==> src/rtl/pool_pkg.sv <==
// Shared definitions for the pooling pipeline: mode encoding and tree-depth helper.
package pool_pkg;

    typedef enum logic {
        MODE_MEAN = 1'b0,
        MODE_MAX  = 1'b1
    } pool_mode_e;

    // Number of pairwise reduction levels for a power-of-two neighborhood.
    function automatic int unsigned clog2_w(input int unsigned n);
        return (n <= 1) ? 0 : $clog2(n);
    endfunction

endpackage

==> src/rtl/pool_stage.sv <==
// One registered reduction level: halves the element count with a pairwise add or signed max.
module pool_stage
    import pool_pkg::*;
#(
    parameter int unsigned IN_CNT = 2,
    parameter int unsigned W      = 17
) (
    input  logic                    clock,
    input  logic                    reset,
    input  logic                    en,
    input  logic                    in_valid,
    input  logic                    in_mode,
    input  logic [IN_CNT*W-1:0]     in_data,
    output logic                    out_valid,
    output logic                    out_mode,
    output logic [(IN_CNT/2)*W-1:0] out_data
);

    localparam int unsigned OUT_CNT = IN_CNT / 2;

    logic [OUT_CNT*W-1:0] red;

    // Operands are already sign-extended to W, so a plain add cannot overflow.
    always_comb begin
        red = '0;
        for (int j = 0; j < OUT_CNT; j++) begin
            if (in_mode == MODE_MAX) begin
                red[j*W +: W] = ($signed(in_data[2*j*W +: W]) > $signed(in_data[(2*j+1)*W +: W]))
                              ? in_data[2*j*W +: W] : in_data[(2*j+1)*W +: W];
            end else begin
                red[j*W +: W] = in_data[2*j*W +: W] + in_data[(2*j+1)*W +: W];
            end
        end
    end

    always_ff @(posedge clock) begin
        if (reset) begin
            out_valid <= 1'b0;
            out_mode  <= 1'b0;
            out_data  <= '0;
        end else if (en) begin
            out_valid <= in_valid;
            out_mode  <= in_mode;
            out_data  <= red;
        end
    end

endmodule

==> src/rtl/pool_pipe.sv <==
// Pipelined mean/max pooling over a packed neighborhood: one capture stage followed by
// log2(NH_SIZE) registered pairwise reduction levels, all sharing a single stall enable.
module pool_pipe
    import pool_pkg::*;
#(
    parameter int unsigned NH_SIZE = 4,
    parameter int unsigned DATA_W  = 16
) (
    input  logic                      clock,
    input  logic                      reset,
    input  logic                      in_valid,
    output logic                      in_ready,
    input  logic                      in_mode,
    input  logic [NH_SIZE*DATA_W-1:0] nh_vector,
    output logic                      out_valid,
    input  logic                      out_ready,
    output logic [DATA_W-1:0]         pool_out,
    output logic                      pool_mode
);

    localparam int unsigned LVLS     = clog2_w(NH_SIZE);
    localparam int unsigned SUM_W    = DATA_W + LVLS;
    localparam int unsigned TREE_CNT = 2 * NH_SIZE - 1;

    // All levels laid out back to back: capture elements first, final result last.
    wire  [TREE_CNT*SUM_W-1:0] tree;
    wire  [LVLS:0]             lvl_valid;
    wire  [LVLS:0]             lvl_mode;

    logic                      en;
    logic                      cap_valid;
    logic                      cap_mode;
    logic [NH_SIZE*SUM_W-1:0]  cap_data;
    logic [SUM_W-1:0]          top_sum;

    assign en       = out_ready || !out_valid;
    assign in_ready = en;

    always_ff @(posedge clock) begin
        if (reset) begin
            cap_valid <= 1'b0;
            cap_mode  <= 1'b0;
            cap_data  <= '0;
        end else if (en) begin
            cap_valid <= in_valid;
            cap_mode  <= in_mode;
            for (int k = 0; k < NH_SIZE; k++) begin
                cap_data[k*SUM_W +: SUM_W] <= SUM_W'($signed(nh_vector[k*DATA_W +: DATA_W]));
            end
        end
    end

    assign tree[NH_SIZE*SUM_W-1:0] = cap_data;
    assign lvl_valid[0]            = cap_valid;
    assign lvl_mode[0]             = cap_mode;

    for (genvar l = 0; l < LVLS; l++) begin : g_lvl
        localparam int unsigned IN_CNT  = NH_SIZE >> l;
        localparam int unsigned IN_OFF  = 2 * NH_SIZE - 2 * IN_CNT;
        localparam int unsigned OUT_OFF = IN_OFF + IN_CNT;

        pool_stage #(
            .IN_CNT(IN_CNT),
            .W     (SUM_W)
        ) u_stage (
            .clock    (clock),
            .reset    (reset),
            .en       (en),
            .in_valid (lvl_valid[l]),
            .in_mode  (lvl_mode[l]),
            .in_data  (tree[IN_OFF*SUM_W +: IN_CNT*SUM_W]),
            .out_valid(lvl_valid[l+1]),
            .out_mode (lvl_mode[l+1]),
            .out_data (tree[OUT_OFF*SUM_W +: (IN_CNT/2)*SUM_W])
        );
    end

    assign top_sum   = tree[(TREE_CNT-1)*SUM_W +: SUM_W];
    assign out_valid = lvl_valid[LVLS];
    assign pool_mode = lvl_mode[LVLS];
    // Taking DATA_W bits starting at LVLS is the arithmetic shift by LVLS, truncated.
    assign pool_out  = (lvl_mode[LVLS] == MODE_MAX) ? top_sum[DATA_W-1:0]
                                                    : top_sum[LVLS +: DATA_W];

endmodule

==> config.mk <==
export PLATFORM = sky130hd
export DESIGN_NAME = pool_pipe
export DESIGN_NICKNAME = d
export VERILOG_FILES = /design/src/rtl/pool_pkg.sv /design/src/rtl/pool_stage.sv /design/src/rtl/pool_pipe.sv
export SDC_FILE = /design/constraint.sdc
export NUM_CORES = 1
export LEC_CHECK = 0
export CAP_MARGIN = 40
export CELL_PAD_IN_SITES_DETAIL_PLACEMENT = 1
export CELL_PAD_IN_SITES_GLOBAL_PLACEMENT = 1
export CORE_AREA = 3 3 153 155
export CTS_CLUSTER_SIZE = 40
export DETAILED_ROUTE_END_ITERATION = 16
export DIE_AREA = 0 0 156 158
export PLACE_DENSITY_LB_ADDON = 0.1
export SYNTH_ARGS = -nofsm -noshare
export SYNTH_HDL_FRONTEND = slang
export SYNTH_SLANG_ARGS = --single-unit
export TNS_END_PERCENT = 30
==> constraint.sdc <==
create_clock -name clock -period 3.4 [get_ports clock]
set_input_delay 0.68 -clock clock [delete_from_list [all_inputs] [get_ports clock]]
set_output_delay 0.68 -clock clock [all_outputs]
set_load 0.03 [all_outputs]
Word level (Yosys, flattened, before mapping)
Cells that the tools add are included.

Mux-type cells: 7. Reduce and logical (&&, ||, !) cells: 2. Order comparisons: 3. Add/sub/neg operators: 3.

Operator list (number): $mux 18 (6); $add 18x18->18 (3); $gt 18x18->1 (2); $gt 18x16->1 (1); $mux 16 (1); $logic_not 1->1 (1); $logic_or 1x1->1 (1).

Bits in registers: 130. Logic and storage cells: 24.

Logic depth before layout (Yosys ltp)
Gate-level depths: netlist (run 1).

Word-level depth: 3. Depth in mapped cells: 14.

Cells and area by module
A second synthesis (run 1) with hierarchy kept.

Cell total of the unflattened synthesis: 1209. Area total of the unflattened synthesis: 10146.0 um2.

By module, submodules not included: pool_stage at g_lvl[0].u_stage (seq. area each 760.7 um2, area an instance 4426.7 um2, instances 1, cells an instance 556); pool_pipe (seq. area each 1321.3 um2, area an instance 3193.1 um2, instances 1, cells an instance 319); pool_stage at g_lvl[1].u_stage (seq. area each 400.4 um2, area an instance 2526.2 um2, instances 1, cells an instance 334).

Least setup slack after synthesis (run 1)
No wires, ideal clock.

Path type: register to register. Start point: reg g_lvl[0].u_stage.out_data[21]. End point: reg g_lvl[1].u_stage.out_data[17]. Clock period less this slack: 2.653 ns. Setup time: 0.124 ns. Stages on the path, launching flop included: 12. Required time: 3.276 ns. Arrival: 2.529 ns. Slack: 0.747 ns. Path through: dfxtp_1 > inv_1 > ha_1 > inv_2 > a21oi_2 > o22ai_2 > o311a_1 > a221o_1 > a221o_2 > mux2i_1 > o311ai_1 > a21oi_1.

Word-level cells in the longest chain between the ends: 3. Elaborated cells between the ends (all ways): 4. Classes of those cells: add/sub: 1; order compare: 1; mux: 2.

RTL lines: start: declaration (line pool_stage.sv:16) `output logic [(IN_CNT/2)*W-1:0] out_data`; start signal: assignment (line pool_stage.sv:44) `out_data <= red;`; $gt 18x18->1 (line pool_stage.sv:28) `red[j*W +: W] = ($signed(in_data[2*j*W +: W]) > $signed(in_data[(2*j+1)*W +: W]))`; $mux 18 (line pool_stage.sv:29) `? in_data[2*j*W +: W] : in_data[(2*j+1)*W +: W];`; $mux 18 (*) (line pool_stage.sv:27) `if (in_mode == MODE_MAX) begin`; end signal: assignment (line pool_stage.sv:44); end: declaration (line pool_stage.sv:16).

Every way passes the cells marked *; elsewhere a longest branch is shown, timed or not. A chain may end at the register's enable or synchronous reset.

Final worst setup path (run 1)
Start point: reg cap_data[35]. End point: reg g_lvl[0].u_stage.out_data[1].

Word-level cells in the longest chain between the ends: 3.

RTL lines: start: declaration (line pool_pipe.sv:33) `logic [NH_SIZE*SUM_W-1:0] cap_data;`; start signal: indexed assignment (line pool_pipe.sv:48) `cap_data[k*SUM_W +: SUM_W] <= SUM_W'($signed(nh_vector[k*DATA_W +: DATA_W]));`; $gt 18x18->1 (line pool_stage.sv:28); $mux 18 (line pool_stage.sv:29); $mux 18 (line pool_stage.sv:27).

Every way passes these cells.

==> results.tsv, run 1 <==
stage	metric	value	unit
global_route	All-Layer GR Usage	21.4	%
worst_setup_path	Startpoint Class	flop	
cts	H-tree levels	4	
floorplan	Starting Density	40.3	%
global_route	grt ovf	0	
job	Max Cap Violations	0	
worst_setup_path	CP Max Fanout	11	
cells_and_area	layout cells sized above 1	7.80	%
synthesis	Cell Area, Synth	0.00885	mm²
cts	Setup Buffers After CTS	0	
cts	CTS tree	done	
sta	f_max	317	MHz
cells_and_area	Area growth syn-to-layout	19.1	%
placement	gpl congestion	0.882	
global_route	vias in the first global route	7921	
floorplan	Die Width	156	µm
worst_setup_path	Worst Setup End Kind	flop	
cts	TritonCTS buffer count	17	
cts	Clock Pin Slew Worst Setup and Hold Paths	0.06	ns
cts	CTS Buffer Depth	2	
worst_setup_path	Critical Path RT	3.76	ns
placement	DPL Wire Length	19200	µm
worst_hold_path	Hold Path Stages	2	
pwr	Pwr Density	475	mW/mm²
synthesis	post-synthesis cell count	1137	
cts	CTS Hold Bufs	0	
detailed_routing	# DRC	0	
detailed_routing	drt first pass iters	5	
global_route	antenna violations before repair	0	
cells_and_area	fillers	2645	
sta	skew final	0.0131	ns
synthesis	Primary FF master, synth	dfxtp_1	
synthesis	Synth top area share	28.1	%
worst_setup_path	FF-to-FF path depth	11	
sta	Hold Vio Cnt, Final	0	
sta	Final Max Tran Viols	0	
floorplan	Core Rows	54	
synthesis	Commonest cells post-synth	nand2_1 (192), a21oi_1 (140), dfxtp_1 (124)	
synthesis	Cell variety after synth	72	
synthesis	syn nets	1308	
worst_setup_path	crit path kind	flop to flop	
cts	Worst-Skew Late Latency	0.42	ns
global_route	pin count of the biggest net entering global routing	101	
worst_hold_path	type of the most critical hold path	flop to flop	
pwr	power consumption	5.01	mW
detailed_routing	Vias	7959	
cts	cts repair resizes	0	
detailed_routing	Iteration-0 DRC Markers	353	
synthesis	top-count cell post-synth	nand2_1	
status	outcome	complete, no violations	
synthesis	Synth Register Bits	124	
synthesis	Area contributors post-synth	dfxtp_1 (28%), ha_1 (14%), nand2_1 (8.1%)	
floorplan	die height	158	µm
sta	Tmin final	3.16	ns
synthesis	Syn Area/Cell	7.78	µm²
floorplan	Core Region	0.0220	mm²
detailed_routing	DR vias/cell	5.31	
synthesis	number of synthesized flops with an enable pin	0	
cells_and_area	design area	0.0105	mm²
synthesis	Async SR Flop Fraction	0	%
detailed_routing	ANT nets after route	0	
placement	number of port buffers	87	
pwr	Leak	4.52	nW
global_route	first-pass GRT wire length	42400	µm
cells_and_area	Finished Core Util	48.0	%
sta	fin crit share	92.8	%
synthesis	cell taking the most area after synthesis	dfxtp_1	
pwr	Max rail drop VDD	272	µV
cells_and_area	# nets final	1376	
sta	RSZ-0062 raised after global routing	false	
detailed_routing	DR WL/cell	17.2	µm
placement	dpl cell area	0.00999	mm²
detailed_routing	Post-Route WL	25800	µm
sta	actual slew at the worst max-slew pin	0.683	ns
cts	root cell of the clock tree	clkbuf_16	
synthesis	Syn. warnings	0	
synthesis	register area share after synthesis	28.1	%
floorplan	die area	0.0246	mm²
floorplan	IO Pins	88	
sta	Min Hold Slack	0.458	ns
sta	TNS Setup	0	ns
cts	CTS Sinks	124	
sta	final setup violation count	0	
cells_and_area	antenna cells	0	
sta	Rel. slew slack	54.4	%
worst_setup_path	arrival time worst endpoint	3.52	ns
==> final timing paths <==
kind                                   start                      endpoint  slack, ns
worst min-delay path               cap_valid                     cap_valid       0.46
worst min register to register     cap_valid                     cap_valid       0.46
worst max-delay path            cap_data[35]  g_lvl[0].u_stage.out_data[1]       0.24
worst max register to register  cap_data[35]  g_lvl[0].u_stage.out_data[1]       0.24
==> area by class of cell <==
cell class / instances / area (µm²) / area share [%]
Multi-Input combinational cell: 865 / 5750 / 54.6
Sequential cell: 124 / 2480 / 23.6
Timing Repair Buffer: 108 / 1070 / 10.1
Clock buffer: 22 / 454 / 4.31
Tap cell: 280 / 350 / 3.33
Inverter: 89 / 335 / 3.18
Clock inverter: 10 / 93.8 / 0.891
==> logic make-up (layout without fill, tap and decap cells) <==
group                      Yosys count  in the layout  synth area share, %
AOI/OAI and AO/OA                  297            297                 21.3
and+or+nand+nor                    366            366                 17.8
xor gates and xnor gates            35             35                 3.46
muxes                               65             65                 7.65
DFF                                124            124                 28.1
buffers and inverters              148            229                 7.04
adders and majority gates          102            102                 14.7
==> metrics by stage <==
| step | setup WS [ns] | instances |
|---|---|---|
| floorplan | 0.747 | 1137 |
| global placement | 0.308 | 1463 |
| detailed placement | 0.290 | 1466 |
| CTS | 0.170 | 1498 |
| global route | 0.00526 | 1498 |
| finish | 0.243 | 1498 |
==> layer usage <==
layer  global-route usage, %  up-vias  share of wire, %
li1                        -     4057                 -
met1                    31.2     3728                53
met2                    32.1      145                42
met3                    3.42       29               2.9
met4                    7.06        0               2.5
met5                       0        -                 0
==> state kept, by name, summed over array words and instances, names as in the netlist <==
| signal | flops |
|---|---|
| cap_valid | 1 |
| g_lvl.u_stage.out_data | 54 |
| cap_data | 64 |
| g_lvl.u_stage.out_valid | 2 |
| g_lvl.u_stage.out_mode | 2 |
| cap_mode | 1 |
==> power breakdown <==
group | internal, mW | total (mW) | switching [mW] | leakage [nW]
clock network | 1.02 | 1.72 | 0.693 | 0.260
logic | 0.687 | 1.55 | 0.861 | 3.23
registers | 1.59 | 1.74 | 0.155 | 1.03
total | 3.30 | 5.01 | 1.71 | 4.52
==> critical path, cell delays in order, from the launching register on <==
cell and delay, ns:
dfxtp_1 0.42, inv_1 0.07, ha_1 0.47, nor3b_1 0.30, o211ai_1 0.26, o221a_2 0.32, o31ai_4 0.07, buf_4 0.28
mux2i_1 0.10, a211oi_1 0.61, a21oi_1 0.08, nor2_1 0.12
==> cell usage in the layout, fill, tap and decap left out, types with 18 or more instances in the layout <==
cell             count
nand2_1            192
a21oi_1            140
dfxtp_1            123
ha_1                99
nor2_1              87
inv_1               86
clkdlybuf4s50_1     86
mux2i_1             44
o21ai_0             29
xnor2_1             28
a211oi_1            23
nor3_1              21
mux2_2              20
buf_4               19
nand2b_1            18
Power figures use the tool's default switching activity.
==> run 2: changes to the inputs <==
--- a/config.mk
+++ b/config.mk
@@ -8,10 +8,11 @@
 export CAP_MARGIN = 40
 export CELL_PAD_IN_SITES_DETAIL_PLACEMENT = 1
 export CELL_PAD_IN_SITES_GLOBAL_PLACEMENT = 1
-export CORE_AREA = 3 3 153 155
+export CORE_AREA = 4 4 154 156
+export CTS_CLUSTER_DIAMETER = 120
 export CTS_CLUSTER_SIZE = 40
 export DETAILED_ROUTE_END_ITERATION = 16
-export DIE_AREA = 0 0 156 158
+export DIE_AREA = 0 0 158 160
 export PLACE_DENSITY_LB_ADDON = 0.1
 export SYNTH_ARGS = -nofsm -noshare
 export SYNTH_HDL_FRONTEND = slang
==> constraint.sdc (replaced) <==
create_clock -name clock -period 2.95 [get_ports clock]
set_input_delay 0.59 -clock clock [delete_from_list [all_inputs] [get_ports clock]]
set_output_delay 0.59 -clock clock [all_outputs]
set_load 0.03 [all_outputs]
==> run 2 against run 1 <==
Sequential share of layout area is 1.3 points lower. Hold slack worse by 0.0050 ns. Global-route usage hardly changed. Flip-flop and latch count is the same. Critical endpoint is now g_lvl[1].u_stage.out_data[17]. First-iteration DRC count fell by 2.0%. Clock power is 24% higher. Critical path depth fell by 1.
==> results.tsv, run 2 (synthesis results as in run 1) <==
stage	metric	value	unit	change
pwr	Leak	4.88	nW	+7.9%
sta	f_max	356	MHz	+12%
sta	Hold Vio Cnt, Final	0		unchanged
cells_and_area	layout cells sized above 1	14.5	%	+6.7 points
pwr	power consumption	6.12	mW	+22%
sta	Rel. slew slack	48.9	%	-5.5 points
cells_and_area	sequential cell area	0.00249	mm²	+0.40%
cells_and_area	Most flops, register	cap_data		
cts	TritonCTS buffer count	17		unchanged
global_route	antenna violations before repair	0		unchanged
cells_and_area	fillers	2713		+2.6%
sta	fin crit share	95.3	%	+2.4 points
floorplan	Die Width	158	µm	+1.3%
sta	actual slew at the worst max-slew pin	0.765	ns	+0.0820 ns
placement	placed cells	1523		+3.9%
cts	CTS Sinks	124		unchanged
global_route	All-Layer GR Usage	21.4	%	-0.034 points
sta	Min Hold Slack	0.453	ns	-0.00505 ns
pwr	Switching Share	34.2	%	+0.061 points
global_route	first-pass GRT wire length	43500	µm	+2.8%
cts	CTS tree	done		
cts	Worst-Skew Late Latency	0.42	ns	about the same
sta	Tmin final	2.81	ns	-0.346 ns
job	Max Cap Violations	0		unchanged
global_route	pin count of the biggest net entering global routing	101		unchanged
detailed_routing	DR vias/cell	5.22		-1.7%
pwr	Max rail drop VDD	400	µV	+47%
cts	Clock Pin Slew Worst Setup and Hold Paths	0.06	ns	about the same
cts	root cell of the clock tree	clkbuf_16		
placement	dpl cell area	0.0104	mm²	+3.8%
cells_and_area	most frequent cells in the layout	nand2_1 (192), a21oi_1 (139), dfxtp_1 (117), ha_1 (93)		
detailed_routing	Post-Route WL	27200	µm	+5.2%
global_route	vias in the first global route	8139		+2.8%
detailed_routing	Iteration-0 DRC Markers	346		-2.0%
detailed_routing	drt first pass iters	5		unchanged
worst_setup_path	Worst Setup End Kind	flop		
pwr	cell-internal power	4.03	mW	+22%
detailed_routing	Vias	8150		+2.4%
cts	CTS Buffer Depth	2		unchanged
cells_and_area	Non-Filler Instances	1561		+4.2%
cts	H-tree levels	4		unchanged
detailed_routing	ANT nets after route	0		unchanged
floorplan	die height	160	µm	+1.3%
status	outcome	complete, no violations		
cells_and_area	design area	0.0112	mm²	+6.3%
worst_setup_path	CP Max Fanout	6		-5
cells_and_area	area of the multi-input gates	0.00594	mm²	+3.2%
worst_setup_path	crit path kind	flop to flop		
placement	gpl congestion	0.891		+1.0%
worst_setup_path	arrival time worst endpoint	3.10	ns	-0.42 ns
cells_and_area	Area growth syn-to-layout	26.6	%	
cells_and_area	antenna cells	0		unchanged
pwr	Clk pwr share	34.8	%	+0.5 points
pwr	part of the power in combinational logic	32.8	%	+1.9 points
sta	TNS Setup	0	ns	unchanged
pwr	sequential group share of total power	32.4	%	-2.4 points
sta	Final Max Tran Viols	0		unchanged
floorplan	Core Rows	55		+1.9%
cells_and_area	max reg flops	64		unchanged
floorplan	Core Region	0.0224	mm²	+1.9%
placement	number of port buffers	87		unchanged
cells_and_area	Top Registers	cap_data (64), g_lvl.u_stage.out_data (54)		
worst_setup_path	Startpoint Class	flop		
detailed_routing	DR WL/cell	17.4	µm	+0.99%
cells_and_area	# nets final	1434		+4.2%
worst_setup_path	Critical Path RT	3.24	ns	-0.52 ns
sta	final setup violation count	0		unchanged
floorplan	Starting Density	39.6	%	-0.73 points
pwr	Pwr Density	547	mW/mm²	+15%
pwr	total net switching power	2.09	mW	+22%
cells_and_area	commonest non-fill, non-tap cell in the layout	nand2_1		
sta	skew final	0.0127	ns	-0.000330 ns
worst_hold_path	type of the most critical hold path	flop to flop		
floorplan	IO Pins	88		unchanged
floorplan	die area	0.0253	mm²	+2.6%
placement	DPL Wire Length	20100	µm	+4.6%
detailed_routing	# DRC	0		unchanged
global_route	grt ovf	0		unchanged
## run 2: changes by cell type in the layout (fill, tap and decap cells not counted), moves of 4 or more
| cell | previous run | this run |
|---|---|---|
| buf_4 | 19 | 77 |
| ha_1 | 99 | 93 |
| dfxtp_1 | 123 | 117 |
| ha_4 | 0 | 5 |
| clkbuf_1 | 4 | 0 |
| dfxtp_2 | 1 | 6 |
## run 2: metrics by stage
| stage | worst slack (ns) | util [%] |
|---|---|---|
| after floorplan | 0.297 | - |
| after global routing | -0.0326 | 50.1 |
| after CTS | 0.0188 | 49.2 |
| after detailed placement | -0.00582 | 46.4 |
| after global placement | 0.0473 | 46.4 |
| final | 0.139 | 50.1 |
## run 2: layout make-up
| class | instances | share of cell area (%) |
|---|---|---|
| flip-flops and latches | 124 | 22.3 |
| clock buffers | 18 | 3.92 |
| repair buffers | 166 | 13.3 |
| inverters | 89 | 2.99 |
| clock inverters | 14 | 1.30 |
| multi-input cells | 865 | 53.0 |
| well taps | 285 | 3.18 |
## run 2: final timing paths
path / slack (ns) / from / endpoint / cells past startpoint
worst max-delay path: 0.14 / g_lvl[0].u_stage.out_data[22] / g_lvl[1].u_stage.out_data[17] / 10
worst max register to register: 0.14 / g_lvl[0].u_stage.out_data[22] / g_lvl[1].u_stage.out_data[17] / 10
worst min-delay path: 0.45 / g_lvl[0].u_stage.out_valid / g_lvl[0].u_stage.out_valid / 2
worst min register to register: 0.45 / g_lvl[0].u_stage.out_valid / g_lvl[0].u_stage.out_valid / 2
## run 2: what timing repair did
item	4_1_cts	5_1_grt
pin swaps	1	7
setup buffers	4	2
resized for setup	2	36
hold buffers	0	0
setup endpoints to repair	3	27
## run 2: worst max-delay path: stages (launching register included)
cell and delay [ns]:
dfxtp_1 0.39, inv_1 0.07, ha_2 0.41, or3_1 0.14, o22ai_2 0.09, o311a_1 0.33, a221o_1 0.40, a221o_2 0.38
mux2i_1 0.14, o311ai_2 0.23, a21oi_1 0.10
## run 2: routing by layer
metal / vias to the layer above / wire (µm) / track usage (%)
met2: 126 / 12000 / 32.8
met1: 3828 / 14000 / 32.0
li1: 4176 / - / -
met5: - / 0 / 0
met4: 0 / 334 / 4.34
met3: 20 / 747 / 2.74
## run 2: power groups by stage
stage	combinational, mW	sequential [mW]	clock [mW]
4_1_cts	1.95	1.98	2.18
3_3_place_gp	1.88	2.01	0
6_report	2.01	1.98	2.13
2_1_floorplan	1.25	1.97	0
5_1_grt	2.19	2.01	2.27
3_5_place_dp	1.91	2.02	0
